[src/rtl/counter60_stage_pkg.sv]
`default_nettype none
// ============================================================================
// Module   : counter60_stage_pkg
// Purpose  : Shared constants for the BCD minute/second counter stage:
//            digit maximum, blank segment code and the 7-segment table.
// Revision : 1.0 - initial release
// ============================================================================
package counter60_stage_pkg;

    localparam logic [3:0] BCD_MAX   = 4'd9;
    localparam logic [6:0] SEG_BLANK = 7'h00;

    // gfedcba, active-high; entries 10..15 are blank so any 4-bit index is safe
    localparam logic [15:0][6:0] SEG_TABLE = {
        SEG_BLANK, SEG_BLANK, SEG_BLANK, SEG_BLANK, SEG_BLANK, SEG_BLANK,
        7'h6F, 7'h7F, 7'h07, 7'h7D, 7'h6D, 7'h66, 7'h4F, 7'h5B, 7'h06, 7'h3F
    };

    function automatic logic [6:0] seg7_decode(input logic [3:0] digit);
        return SEG_TABLE[digit];
    endfunction

endpackage
`default_nettype wire

[src/rtl/counter60_stage_if.sv]
`default_nettype none
// ============================================================================
// Module   : counter60_stage_if
// Purpose  : Control and result bundle of the counter60_stage block.
// Revision : 1.0 - initial release
// ============================================================================
interface counter60_stage_if;

    logic       cin;
    logic       clr;
    logic       load;
    logic [2:0] load_tens;
    logic [3:0] load_ones;
    logic [3:0] ones;
    logic [2:0] tens;
    logic       cout;
    logic       err;
    logic [6:0] seg_ones;
    logic [6:0] seg_tens;

    modport master (
        output cin, clr, load, load_tens, load_ones,
        input  ones, tens, cout, err, seg_ones, seg_tens
    );

    modport slave (
        input  cin, clr, load, load_tens, load_ones,
        output ones, tens, cout, err, seg_ones, seg_tens
    );

endinterface
`default_nettype wire

[src/rtl/counter60_stage_bcd_digit.sv]
`default_nettype none
// ============================================================================
// Module   : bcd_digit
// Purpose  : One registered decimal digit 0..MAX with clear > load > inc
//            priority; wrap flags that the digit currently sits at MAX.
// Revision : 1.0 - initial release
// ============================================================================
module bcd_digit
    import counter60_stage_pkg::*;
#(
    parameter int MAX   = int'(BCD_MAX),
    parameter int WIDTH = 4
) (
    input  logic             clk,
    input  logic             rstn,
    input  logic             inc,
    input  logic             clr,
    input  logic             load,
    input  logic [WIDTH-1:0] value,
    output logic [WIDTH-1:0] digit,
    output logic [WIDTH-1:0] digit_next,
    output logic             wrap
);

    assign wrap = (digit == WIDTH'(MAX));

    always_comb begin
        digit_next = digit;
        if (clr) begin
            digit_next = '0;
        end else if (load) begin
            digit_next = value;
        end else if (inc) begin
            digit_next = wrap ? '0 : digit + WIDTH'(1);
        end
    end

    always_ff @(posedge clk or negedge rstn) begin
        if (!rstn) begin
            digit <= '0;
        end else begin
            digit <= digit_next;
        end
    end

endmodule
`default_nettype wire

[src/rtl/counter60_stage.sv]
`default_nettype none
// ============================================================================
// Module   : counter60_stage
// Purpose  : Cascadable BCD 00..TENS_MAX9 counter stage with preset, clear,
//            registered wrap/err pulses. Optional 7-segment outputs are
//            enabled by defining SEG7_DECODE_EN.
// Revision : 1.0 - initial release
// ============================================================================
module counter60_stage
    import counter60_stage_pkg::*;
#(
    parameter int TENS_MAX = 5
) (
    input  logic                    clk,
    input  logic                    rstn,
    counter60_stage_if.slave        bus
);

    logic       load_ok;
    logic       ones_load;
    logic       ones_inc;
    logic       tens_inc;
    logic       ones_wrap;
    logic       tens_wrap;
    logic       cout_next;
    logic       err_next;
    logic [3:0] ones_next;
    logic [2:0] tens_next;

    assign load_ok   = (bus.load_ones <= BCD_MAX) && (bus.load_tens <= 3'(TENS_MAX));
    assign ones_load = bus.load & load_ok;
    // any load strobe, valid or not, swallows a coincident carry-in
    assign ones_inc  = bus.cin & ~bus.load & ~bus.clr;
    assign tens_inc  = ones_inc & ones_wrap;
    assign cout_next = tens_inc & tens_wrap;
    assign err_next  = bus.load & ~load_ok & ~bus.clr;

    bcd_digit #(
        .MAX   (int'(BCD_MAX)),
        .WIDTH (4)
    ) u_ones (
        .clk        (clk),
        .rstn       (rstn),
        .inc        (ones_inc),
        .clr        (bus.clr),
        .load       (ones_load),
        .value      (bus.load_ones),
        .digit      (bus.ones),
        .digit_next (ones_next),
        .wrap       (ones_wrap)
    );

    bcd_digit #(
        .MAX   (TENS_MAX),
        .WIDTH (3)
    ) u_tens (
        .clk        (clk),
        .rstn       (rstn),
        .inc        (tens_inc),
        .clr        (bus.clr),
        .load       (ones_load),
        .value      (bus.load_tens),
        .digit      (bus.tens),
        .digit_next (tens_next),
        .wrap       (tens_wrap)
    );

    always_ff @(posedge clk or negedge rstn) begin
        if (!rstn) begin
            bus.cout <= 1'b0;
            bus.err  <= 1'b0;
        end else begin
            bus.cout <= cout_next;
            bus.err  <= err_next;
        end
    end

`ifdef SEG7_DECODE_EN
    // decoding next-state digits keeps the segments aligned with ones/tens
    always_ff @(posedge clk or negedge rstn) begin
        if (!rstn) begin
            bus.seg_ones <= SEG_TABLE[0];
            bus.seg_tens <= SEG_TABLE[0];
        end else begin
            bus.seg_ones <= seg7_decode(ones_next);
            bus.seg_tens <= seg7_decode({1'b0, tens_next});
        end
    end
`else
    logic unused_next;
    assign unused_next  = ^{ones_next, tens_next};
    assign bus.seg_ones = SEG_BLANK;
    assign bus.seg_tens = SEG_BLANK;
`endif

endmodule
`default_nettype wire

[src/flat_wrapper.sv]
// flat-port wrapper written by rule: the top's interface ports become plain ports
module counter60_stage_flat import counter60_stage_pkg::*;
#(
    parameter int TENS_MAX = 5
)
  (clk, rstn, bus_cin, bus_clr, bus_load, bus_load_tens, bus_load_ones, bus_ones, bus_tens, bus_cout, bus_err, bus_seg_ones, bus_seg_tens);
  counter60_stage_if bus_i ();
  input  logic clk;
  input  logic rstn;
  input wire logic [$bits(bus_i.cin)-1:0] bus_cin;
  input wire logic [$bits(bus_i.clr)-1:0] bus_clr;
  input wire logic [$bits(bus_i.load)-1:0] bus_load;
  input wire logic [$bits(bus_i.load_tens)-1:0] bus_load_tens;
  input wire logic [$bits(bus_i.load_ones)-1:0] bus_load_ones;
  output wire logic [$bits(bus_i.ones)-1:0] bus_ones;
  output wire logic [$bits(bus_i.tens)-1:0] bus_tens;
  output wire logic [$bits(bus_i.cout)-1:0] bus_cout;
  output wire logic [$bits(bus_i.err)-1:0] bus_err;
  output wire logic [$bits(bus_i.seg_ones)-1:0] bus_seg_ones;
  output wire logic [$bits(bus_i.seg_tens)-1:0] bus_seg_tens;
  assign bus_i.cin = bus_cin;
  assign bus_i.clr = bus_clr;
  assign bus_i.load = bus_load;
  assign bus_i.load_tens = bus_load_tens;
  assign bus_i.load_ones = bus_load_ones;
  assign bus_ones = bus_i.ones;
  assign bus_tens = bus_i.tens;
  assign bus_cout = bus_i.cout;
  assign bus_err = bus_i.err;
  assign bus_seg_ones = bus_i.seg_ones;
  assign bus_seg_tens = bus_i.seg_tens;
  counter60_stage #(.TENS_MAX(TENS_MAX)) u_core (.clk(clk), .rstn(rstn), .bus(bus_i));
endmodule
[config.mk]
export PLATFORM = sky130hd
export DESIGN_NAME = counter60_stage_flat
export DESIGN_NICKNAME = d
export VERILOG_FILES = /design/src/rtl/counter60_stage_pkg.sv /design/src/rtl/counter60_stage_if.sv /design/src/rtl/counter60_stage_bcd_digit.sv /design/src/rtl/counter60_stage.sv /design/src/flat_wrapper.sv
export SDC_FILE = /design/constraint.sdc
export NUM_CORES = 1
export LEC_CHECK = 0
export ABC_AREA = 1
export BUFFER_PORTS_ARGS = -buffer_cell sky130_fd_sc_hd__buf_4
export CAP_MARGIN = 0
export CORE_UTILIZATION = 43
export DETAILED_ROUTE_END_ITERATION = 10
export PLACE_DENSITY_LB_ADDON = 0.2
export SLEW_MARGIN = 5
export SYNTH_ARGS = -nofsm -noshare
export SYNTH_HDL_FRONTEND = slang
export SYNTH_HIERARCHICAL = 1
export SYNTH_SLANG_ARGS = --single-unit
[constraint.sdc]
create_clock -name clk -period 1.8 [get_ports clk]
set_clock_uncertainty 0.1 [all_clocks]
set_input_delay 0.36 -clock clk [delete_from_list [all_inputs] [get_ports clk]]
set_output_delay 0.36 -clock clk [all_outputs]
set_load 0.02 [all_outputs]
==> out/qor.csv <==
stage,metric,value,unit
layout,ant diodes,0,
synthesis,Post-Syn Area,663,µm²
placement,IO Port Bufs,20,
critical_path,"Max FO, Critical Path",5,
global_routing,vias in the first global route,521,
global_routing,grt total ovfl,0,
placement,hpwl dp,1070,µm
global_routing,GR Util All Layers,0.186,
synthesis,Yosys reg bits,9,
critical_path,Worst R2R Setup Slack,0.20,ns
placement,pre-CTS setup slack,0.222,ns
critical_path,Worst Reg-to-Reg Cells,9,
synthesis,yosys warns,6,
drt,DRT iter0 DRCs,17,
timing,Fin Hold WS,0.257,ns
clocking,Skew-Pair Late Insertion Delay,0.25,ns
layout,final std cells w/o fill,134,
clocking,CTS sink count,9,
floorplan,io pins,35,
floorplan,Rows,13,
critical_path,Crit Reg-Reg Endpoint,u_core/u_tens/digit[1]$_DFF_PN0_,
drt,Total Routed Length,1280,µm
drt,vias,600,
power,P_leak,0.465,nW
layout,Storage cell area,225,µm²
timing,max-slew violations,0,
synthesis,"Seq/Total Area, Yosys",0.340,
floorplan,die height,41.3,µm
synthesis,simple logic cell fraction of the synthesized area,0.274,
power,Peak supply drop,308,µV
clocking,clk slew on worst S/H paths,0.06,ns
critical_path,Slowest cell on crit path,dfrtp_1,
critical_path,crit path kind,flip-flop to flip-flop,
synthesis,"Distinct cells, synth",20,
timing,final hold vios,0,
critical_path,CP arrival,1.64,ns
layout,multi-input logic area,318,µm²
synthesis,post-synthesis mux area share,0,
drt,DRT Pass-1 Iters,4,
synthesis,Post-Synth Adder-Cell Area,0,
critical_path,crit-path max cell delay,0.43,ns
critical_path,Worst R2R Start,u_core/u_ones/digit[2]$_DFF_PN0_,
drt,drt wl/cell,9.55,µm
global_routing,initial antenna violation count,0,
critical_path,CP Launch Type,flip-flop,
floorplan,core area,1370,µm²
clocking,Root Buffer,clkbuf_4,
hold_path,Hold Crit Depth,3,
global_routing,largest net degree at the start of global routing,10,
drt,post-route ant nets,0,
layout,fillers,130,
outcome,status,"complete, no violations",
drt,drc violations,0,
hold_path,Hold/Removal Path Class,primary input to flip-flop,
timing,min cycle time layout,1.60,ns
layout,fin nets,132,
synthesis,Synth Instances,95,
synthesis,Compound-Gate Fraction of Synth Area,0.100,
timing,Max Freq,625,MHz
hold_path,Hold Startpoint,bus_load,
clocking,CTS tree,built,
global_routing,global-route wire length before repair,2010,µm
hold_path,hold endpoint,u_core/bus.err$_DFF_PN0_,
critical_path,"most used cell, CP",nor2_1,
critical_path,number of buffers and inverters on the critical path,1,
synthesis,XOR/XNOR Fraction of Synth Area,0.0264,
floorplan,Starting Density,0.485,
clocking,Post-CTS Setup Inserts,0,
clocking,htree depth,1,
floorplan,die area,1700,µm²
placement,Routability Congestion,0.773,
layout,most frequent cells in the layout,"buf_4 (20), nand2_1 (15), nor2_1 (15)",
critical_path,crit-path cells,"nor2_1, and3_2, inv_1, nor2_1, nand2_2, nand2_1, nand2_1, nor2_1, nor2_1",
layout,"most common cell after layout, fill and taps aside",buf_4,
power,pwr/cell area,650,nW/µm²
layout,area grow syn2layout,22.6,%
clocking,CTS Buf Count,3,
timing,Final setup viols,0,
floorplan,Chip Width,41.3,µm
synthesis,main combinational cell family by area after synthesis,simple AND/OR/NAND/NOR gates,
clocking,worst-case clock buffer depth,2,
timing,Final Cycle Share,0.889,
run,max_cap viols,0,
critical_path,"Req. time, crit path",1.84,ns
placement,dpl cells,129,
critical_path,Crit path max-delay family,simple AND/OR/NAND/NOR gates,
synthesis,Syn Area/Cell,6.98,µm²
timing,RSZ-0062 raised after global routing,no,
timing,final worst-path setup slack,0.200,ns
critical_path,Crit. End Element,flip-flop,
timing,Final TNS setup,0,ns
drt,DR vias/cell,4.48,
layout,ratio of cells with drive above 1 in the final layout,0.286,
flip-flops by register name (all words and copies together) (netlist names):
name	cells
u_core/u_ones/digit	4
u_core/u_tens/digit	3
u_core/bus.cout	1
u_core/bus.err	1
metrics by stage:
step	instance area (µm²)	utilization	power [mW]
3_5_place_dp	776	0.568	0.380
3_3_place_gp	776	0.568	0.377
2_1_floorplan	712	-	0.344
4_1_cts	813	0.595	0.534
5_1_grt	813	0.595	0.564
6_report	813	0.595	0.528
synthesized netlist by cell type, drive strengths merged:
| master | instances | area (µm²) |
|---|---|---|
| inv | 17 | 63.8 |
| nand2 | 17 | 68.8 |
| nor2 | 16 | 62.6 |
| buf | 14 | 105 |
| dfrtp | 9 | 225 |
| o21ai | 7 | 38.8 |
| a21oi | 4 | 20.0 |
| nand3 | 3 | 20.0 |
| nand4 | 2 | 12.5 |
| xor2 | 2 | 17.5 |
| and3 | 1 | 7.51 |
| conb | 1 | 3.75 |
| nor3 | 1 | 10.0 |
| o21bai | 1 | 7.51 |
power breakdown:
group	leakage (nW)	total, mW	internal (mW)	switching [mW]
logic	0.327	0.149	0.0537	0.0949
registers	0.120	0.230	0.215	0.0144
clock network	0.0177	0.150	0.0817	0.0683
total	0.465	0.528	0.351	0.178
per-layer routing:
layer | routed length [µm] | track usage
met3 | 71 | 0.0326
met5 | 0 | 0
met1 | 553 | 0.208
met2 | 642 | 0.344
met4 | 12 | 0.0726
repair_timing:
| action | in CTS | in global routing |
|---|---|---|
| hold buffers | 1 | 0 |
| gates resized for setup | 0 | 0 |
| hold endpoints to repair | 9 | 0 |
| setup endpoints to repair | 0 | 0 |
worst max path at each step:
stage | start | to | cells past startpoint | slack, ns
2_1_floorplan | u_core/u_ones/digit[3]$_DFF_PN0_ | u_core/u_tens/digit[1]$_DFF_PN0_ | 10 | 0.23
3_3_place_gp | u_core/u_ones/digit[2]$_DFF_PN0_ | u_core/u_tens/digit[1]$_DFF_PN0_ | 9 | 0.28
3_5_place_dp | u_core/u_ones/digit[2]$_DFF_PN0_ | u_core/u_tens/digit[1]$_DFF_PN0_ | 9 | 0.22
4_1_cts | u_core/u_ones/digit[2]$_DFF_PN0_ | u_core/u_tens/digit[1]$_DFF_PN0_ | 9 | 0.21
5_1_grt | u_core/u_ones/digit[2]$_DFF_PN0_ | u_core/u_tens/digit[1]$_DFF_PN0_ | 9 | 0.06
6_report | u_core/u_ones/digit[2]$_DFF_PN0_ | u_core/u_tens/digit[1]$_DFF_PN0_ | 9 | 0.20
final cells by class:
cell class                 count  area share
multi-input combinational     68       0.391
timing repair buffer          21       0.197
sequential                     9       0.277
inverter                      17      0.0785
tap                           15      0.0231
clock inverter                 1     0.00615
clock buffer                   3      0.0277
cell families after synthesis:
kind of cell / count (synthesis)
other cells: 1
compound gates: 12
simple gates: 40
flops: 9
buf+inv: 31
xor+xnor: 2
worst register-to-register path: cells and delay by family (launching register included):
family | cells | cell delay, ns
buffers and inverters | 1 | 0.05
DFF | 1 | 0.43
and+or+nand+nor | 8 | 0.92
(Power assumes the default switching activity.)
